File: src/rtl/nb_force_writeback_buffer.sv
// nb_force_writeback_buffer
//
// Purpose: takes the per-pair force from the RL force evaluation unit,
// negates it (Newton's 3rd law) so it acts on the neighbour particle, and
// queues the neighbour force write in a show-ahead FIFO. The FIFO drains
// to the neighbour force cache over valid/ready. almost_full is raised
// early enough to stall the pair generator before in-flight pipeline
// results can overflow the buffer.
//
// Ports:
//   clk, rst      clock, synchronous active-high reset
//   in_valid      pair force valid
//   in_nb_id      neighbour full ID {cell z,y,x, particle}
//   in_force      pair force {x,y,z} acting on the reference particle
//   out_valid     head entry available
//   out_ready     force cache accepts the head entry
//   out_nb_id     head neighbour ID
//   out_force     head (negated) force
//   almost_full   back-pressure to the pair generator
//   empty         FIFO empty (used by the phase/reference-switch drain check)
//   count         current occupancy
//   overflow      sticky: a valid input was dropped because the FIFO was full

package md_pkg;

  localparam int DATA_WIDTH = 32;
  localparam int CELL_W     = 3;
  localparam int PART_W     = 7;

  typedef struct packed {
    logic [CELL_W-1:0] cell_z;
    logic [CELL_W-1:0] cell_y;
    logic [CELL_W-1:0] cell_x;
    logic [PART_W-1:0] particle;
  } full_id_t;

  typedef struct packed {
    logic [DATA_WIDTH-1:0] x;
    logic [DATA_WIDTH-1:0] y;
    logic [DATA_WIDTH-1:0] z;
  } data_tuple_t;

endpackage

module nb_force_writeback_buffer #(
  parameter int DEPTH      = 32,
  parameter int AF_MARGIN  = 24,
  parameter int DATA_WIDTH = md_pkg::DATA_WIDTH
) (
  input  logic                       clk,
  input  logic                       rst,
  input  logic                       in_valid,
  input  md_pkg::full_id_t           in_nb_id,
  input  md_pkg::data_tuple_t        in_force,
  output logic                       out_valid,
  input  logic                       out_ready,
  output md_pkg::full_id_t           out_nb_id,
  output md_pkg::data_tuple_t        out_force,
  output logic                       almost_full,
  output logic                       empty,
  output logic [$clog2(DEPTH+1)-1:0] count,
  output logic                       overflow
);

  localparam int PTR_W = $clog2(DEPTH);
  localparam int CNT_W = $clog2(DEPTH+1);
  localparam logic [CNT_W-1:0] DEPTH_C = CNT_W'(DEPTH);
  localparam logic [CNT_W-1:0] AF_C    = CNT_W'(AF_MARGIN);

  typedef struct packed {
    md_pkg::full_id_t    nb_id;
    md_pkg::data_tuple_t frc;
  } entry_t;

  entry_t              mem [DEPTH];
  logic [PTR_W-1:0]    wr_ptr;
  logic [PTR_W-1:0]    rd_ptr;
  md_pkg::data_tuple_t neg_force;
  logic                is_full;
  logic                push;
  logic                pop;
  logic [CNT_W-1:0]    free_slots;

  // Negation is a pure sign-bit flip per component, so +0 becomes -0 and
  // NaNs keep their payload with the sign inverted.
  always_comb begin
    neg_force                = in_force;
    neg_force.x[DATA_WIDTH-1] = ~in_force.x[DATA_WIDTH-1];
    neg_force.y[DATA_WIDTH-1] = ~in_force.y[DATA_WIDTH-1];
    neg_force.z[DATA_WIDTH-1] = ~in_force.z[DATA_WIDTH-1];
  end

  // A full FIFO still accepts a write when the head is leaving in the
  // same cycle; the new entry lands in the slot being freed.
  assign is_full   = (count == DEPTH_C);
  assign out_valid = (count != '0);
  assign pop       = out_valid & out_ready;
  assign push      = in_valid & (~is_full | pop);

  // Show-ahead: the head is read straight out of the array. The write is
  // clocked, so a same-cycle write to the head slot cannot disturb the
  // value presented this cycle.
  assign out_nb_id = mem[rd_ptr].nb_id;
  assign out_force = mem[rd_ptr].frc;

  assign free_slots  = DEPTH_C - count;
  assign almost_full = (free_slots <= AF_C);
  assign empty       = (count == '0);

  // Storage array is deliberately not reset; the pointers define validity.
  always_ff @(posedge clk) begin
    if (push && !rst) begin
      mem[wr_ptr] <= '{nb_id: in_nb_id, frc: neg_force};
    end
  end

  // Pointers wrap naturally modulo DEPTH (power of two). Inputs arriving
  // during reset are ignored.
  always_ff @(posedge clk) begin
    if (rst) begin
      wr_ptr   <= '0;
      rd_ptr   <= '0;
      count    <= '0;
      overflow <= 1'b0;
    end else begin
      if (push) begin
        wr_ptr <= wr_ptr + 1'b1;
      end
      if (pop) begin
        rd_ptr <= rd_ptr + 1'b1;
      end
      count <= count + CNT_W'(push) - CNT_W'(pop);
      if (in_valid && !push) begin
        overflow <= 1'b1;
      end
    end
  end

endmodule

File: config.mk
export PLATFORM = sky130hd
export DESIGN_NAME = nb_force_writeback_buffer
export DESIGN_NICKNAME = d
export VERILOG_FILES = /design/src/rtl/nb_force_writeback_buffer.sv
export SDC_FILE = /design/constraint.sdc
export NUM_CORES = 2
export LEC_CHECK = 0
export BUFFER_PORTS_ARGS = -buffer_cell sky130_fd_sc_hd__buf_2
export CAP_MARGIN = 20
export CORE_ASPECT_RATIO = 0.7
export CORE_UTILIZATION = 30
export CTS_CLUSTER_SIZE = 25
export DETAILED_ROUTE_END_ITERATION = 8
export PLACE_DENSITY = 0.41
export SLEW_MARGIN = 20
export SYNTH_ARGS = -nofsm -noshare
export SYNTH_HDL_FRONTEND = slang
export SYNTH_SLANG_ARGS = --single-unit
File: constraint.sdc
create_clock -name clk -period 17.23 [get_ports clk]
set_clock_uncertainty 0.2 [all_clocks]
set_input_delay 1.723 -clock clk [delete_from_list [all_inputs] [get_ports clk]]
set_output_delay 1.723 -clock clk [all_outputs]
set_load 0.01 [all_outputs]
After elaboration in Yosys (flattened, before gate mapping)
Memory sizes are Yosys's and may differ from the RTL's. A register that Yosys moved wholly into a read port is not among the register bits.
Cells that the tools add are included.
{"block": "totals", "regBits": 17, "ram_bits": 3584, "mem_count": 1, "inputBits": 116}
{"name": "mem", "depth": 32, "word_bits": 112, "read_ports": 1, "rd_clocked_by_memory_dff": 1, "write_ports": 1, "line": "75", "rtl": "entry_t mem [DEPTH];"}
{"block": "classes", "n_mux": 4, "n_eq_ne": 1, "n_bitwise": 7, "order_cmp": 1, "n_addsub": 5, "n_reduce_logical": 6}
{"operator": "adder 5 x 1 -> 5 bit, second input constant", "count": 2}
{"operator": "two-way mux 5 bit", "count": 2}
{"operator": "adder 6 x 1 -> 6 bit", "count": 1}
{"operator": "== test 6 bit, second input constant", "count": 1}
{"operator": "<= comparator 6 x 5 -> 1 bit, second input constant", "count": 1}
{"operator": "logical NOT 6 bit", "count": 1}
{"operator": "nonzero test 6 bit", "count": 1}
{"operator": "subtractor 6 x 1 -> 6 bit", "count": 1}
{"operator": "subtractor 6 bit, first input constant", "count": 1}
{"operator": "NOT 1 bit", "count": 4}
{"operator": "AND 1 bit", "count": 2}
{"operator": "logical AND 1 bit", "count": 2}
{"operator": "logical NOT 1 bit", "count": 2}
{"operator": "two-way mux 1 bit", "count": 2}
{"operator": "bitwise OR 1 bit", "count": 1}

Depth between registers and ports, before layout
{"block": "logic_depth", "word_depth": 7, "ltp_mapped": 15, "depth_no_buf": 14}

Worst setup path before layout
OpenSTA, ideal clock, no wires.
{"block": "synth_path", "path_kind": "input port to flip-flop", "startpoint": "input port out_ready", "endpoint": "memory mem[15][0] (netlist name), enable pin", "required_ps": 16445, "setup_time_ps": 585, "cell_stages": 4, "path_slack_ps": 9255, "t_arrival_ps": 7191, "cell_sequence": "nand2b_1 > a311oi_1 > nand2_1 > nor2_1"}
{"block": "synth_between", "elab_chain_len": 6}
{"element": "start: declaration", "line": "56", "rtl": "input logic out_ready,"}
{"element": "AND 1 bit", "line": "97", "rtl": "assign pop = out_valid & out_ready;"}
{"element": "bitwise OR 1 bit", "line": "98", "rtl": "assign push = in_valid & (~is_full | pop);"}
{"element": "AND 1 bit", "line": "98"}
{"element": "logical AND 1 bit", "line": "112", "rtl": "if (push && !rst) begin"}
{"element": "two-way mux 1 bit", "line": "112"}
{"element": "two-way mux 1 bit (not written as such)", "line": "113", "rtl": "mem[wr_ptr] <= '{nb_id: in_nb_id, frc: neg_force};"}
{"element": "end: declaration", "line": "75"}
No other way between the ends.

==> flow_summary.ini <==
[synth]
synthArstFlopShare_pct = 0
synthDistinctLibCells = 48
synthMuxAreaShare_pct = 14.3
syn_inst = 6213
synthFlopType = edfxtp_1
synth_fa_ha_area_share_pct = 0.153
synthSimpleGateAreaFrac_pct = 1.54
syn-num-nets = 6345
synth_edf_count = 3584
synth_top_family_by_area = multiplexers
synth-seq-cells = 3606
syn_area_per_cell_um2 = 21.9
ys_warn_count = 0
synth_xor_area_share_pct = 0.0643
syn_area_um2 = 136000
synth-compound-area-share_pct = 3.25
ys_seq_area_share_pct = 79.4

[sta]
finalSetupViolations = 0
max_freq_ghz = 0.113
layout_worst_path_cycle_share_pct = 51.6
setup-tns-final_ns = 0
fin_hold_ws_ns = 0.301
hold_viol = 0
min_period_ns = 8.89
rsz0062_at_grt = false
finalMaxSlewViolations = 0
slew_headroom_pct = 21.4
tightest_slew_ns = 1.18

[worst_setup_path]
required_ns = 15.31
startpoint_type = flip-flop
r2r_slack_ns = 10.98
critPathSlowestCell = buf_4
cpMostUsedCell = buf_4
path_class = flip-flop to output pin
r2r-end = mem[11][44]$_DFFE_PP_
critical-path-top-delay-family = buffers and inverters
crit_arrival_ns = 6.97
critPathMaxStageDelay_ns = 0.93
critPathBufInv = 6
end_kind = output pin
cp_cell_sequence = buf_4 -> buf_4 -> buf_4 -> buf_4 -> buf_4 -> mux4_2 -> a22oi_1 -> nand4_1 -> buf_2
timing.rr.start = count[3]$_SDFF_PP0_
reg2reg_depth = 9
cp_max_fo = 57

[clocking]
cts.clk_slew.worst_paths_ns = 0.06
post_cts_buffers = 0
cts.sinks = 3606
hold_buffers = 0
cts_tree = yes
clock_latency_ns = 0.96
htreeDepth = 5
clockBufferDepth = 4
numCtsBuffers = 373
root_buffer = clkbuf_16
post_cts_resized = 0

[cells_and_area]
fill_cells = 41726
drive_above_1_share_pct = 22.7
syn2layout_area_growth_pct = 15.4
nets = 6780

[route]
dr.pass1.iters = 5
routed_wl_um = 432000
route.detailed.drc = 0
drt-initial-drc-count = 7203
via_per_inst = 5.18
vias = 67357
antenna_left = 0
routedWlPerCell_um = 33.3

[global_routing]
grt_first_pass_wirelength_um = 586000
antenna_found_initial = 73
grt_use_total_pct = 18.5
grt_overflow = 0
grt_pass1_vias = 68160
grt_max_degree = 147

[floorplanning]
io_pins = 238
std_cell_rows = 206
start_util_pct = 30.2
coreArea_um2 = 451000
die-area_um2 = 457000
die_h_um = 566
die_width_um = 807

[placement]
place_congestion = 0.695
dp_hpwl_um = 213000
portBuffers = 237

[worst_hold_path]
hold_path_class = flip-flop to flip-flop
holdPathStages = 2
worstHoldStart = rd_ptr[1]$_SDFFE_PP0N_

[pwr]
power_per_cell_area_nw_per_um2 = 130
ir_drop_mv = 0.108
total_leakage_power_nw = 46.3

[job]
maxCapViolCount = 0

[run_status]
status = complete, no violations
cell usage in the layout, fill, tap and decap left out, types with 36 or more instances in the layout:
cell and n:
nand3_1 157, mux2i_1 601, clkinv_1 98, clkbuf_16 379, buf_4 137, edfxtp_1 3584, nand4_1 75, o22ai_1 144
a22oi_1 445, nor2_4 36, buf_2 237, mux4_2 596, clkbuf_1 91, clkinv_2 55
cell usage after synthesis (2+ instances only):
cell | count | area (µm²)
nor3b_1 | 2 | 15.0
nand2_1 | 28 | 105
a21oi_1 | 16 | 80.1
a311oi_1 | 2 | 17.5
nor4_1 | 36 | 225
xnor2_1 | 7 | 61.3
buf_1 | 17 | 63.8
mux4_2 | 596 | 13400
nand3b_1 | 4 | 30.0
mux2i_1 | 601 | 6020
nor2b_1 | 11 | 68.8
a22oi_1 | 445 | 3340
nand3_1 | 157 | 786
mux2_2 | 2 | 22.5
and3_1 | 2 | 12.5
and2_1 | 8 | 50.1
buf_4 | 30 | 225
xor2_1 | 3 | 26.3
buf_6 | 15 | 169
o22ai_1 | 144 | 901
inv_1 | 16 | 60.1
clkbuf_1 | 99 | 372
nand4_1 | 75 | 469
nor2_1 | 58 | 218
o21ai_0 | 3 | 15.0
edfxtp_1 | 3584 | 108000
or3_1 | 3 | 18.8
o21bai_1 | 2 | 15.0
dfxtp_1 | 22 | 440
or3b_2 | 2 | 17.5
ha_1 | 15 | 188
nand2b_1 | 4 | 25.0
buf_2 | 189 | 946
state kept, by name, summed over array words and instances, names as in the netlist, named ones only:
name / cells
overflow: 1
rd_ptr: 5
mem: 3584
wr_ptr: 5
count: 6
where the power goes:
part	switching, W	leakage (nW)	internal (W)	total (W)
combinational	0.00169	8.15	0.00111	0.00280
clock	0.00346	5.69	0.00442	0.00787
sequential	0.0000578	32.4	0.00972	0.00978
stage by stage:
| step | instances | instance area [µm²] | setup WS [ns] | power, W | utilization [%] |
|---|---|---|---|---|---|
| finish | 12998 | 157000 | 8.34 | 0.0205 | 34.8 |
| global route | 12990 | 157000 | 7.98 | 0.0212 | 34.8 |
| CTS | 12983 | 157000 | 8.09 | 0.0208 | 34.8 |
| detailed placement | 12302 | 145000 | 9.15 | 0.0129 | 32.2 |
| global placement | 12294 | 145000 | 9.21 | 0.0128 | 32.2 |
| floorplan | 6213 | 136000 | 9.25 | 0.0117 | - |
kinds of logic after synthesis:
kind of cell | count (synthesis)
adders and majority gates | 16
AOI/OAI and AO/OA | 618
DFF | 3606
and+or+nand+nor | 397
xor gates and xnor gates | 10
buffers and inverters | 367
muxes | 1199
per-layer routing:
metal	global-route usage, %	wire length (µm)	up-vias
li1	-	-	27344
met1	26.8	197000	37402
met2	29.3	200000	1990
met3	3.12	24700	613
met4	4.43	10400	8
met5	0	46	-
worst reg2reg max path, cell delays in order, from the launching register on:
cell	delay [ns]
dfxtp_1	0.39
inv_1	0.12
ha_1	0.21
nor3b_1	0.21
a311oi_1	0.52
nand2_1	0.59
nor2_4	0.89
buf_4	0.81
buf_4	0.95
buf_4	0.81
worst max-delay path by stage:
stage                   start              endpoint  slack [ns]  cells after the start
finish              flip-flop         out_force[53]        8.34                      9
global route        flip-flop         out_force[53]        7.98                      9
CTS                 flip-flop         out_force[40]        8.09                      9
detailed placement  flip-flop         out_force[40]        9.15                      9
global placement    flip-flop         out_force[40]        9.21                      9
floorplan           out_ready  mem[15][0]$_DFFE_PP_        9.25                      4
area by class of cell:
| type | count | area, µm² | share of cell area, % |
|---|---|---|---|
| sequential | 3606 | 108000 | 68.8 |
| multi-input combinational | 2240 | 26700 | 17.0 |
| clock buffer | 473 | 9870 | 6.28 |
| tap | 6032 | 7550 | 4.80 |
| timing repair buffer | 411 | 2980 | 1.90 |
| clock inverter | 208 | 1800 | 1.14 |
| inverter | 16 | 60.1 | 0.0382 |
| antenna | 12 | 30.0 | 0.0191 |
(Power assumes the default switching activity.)
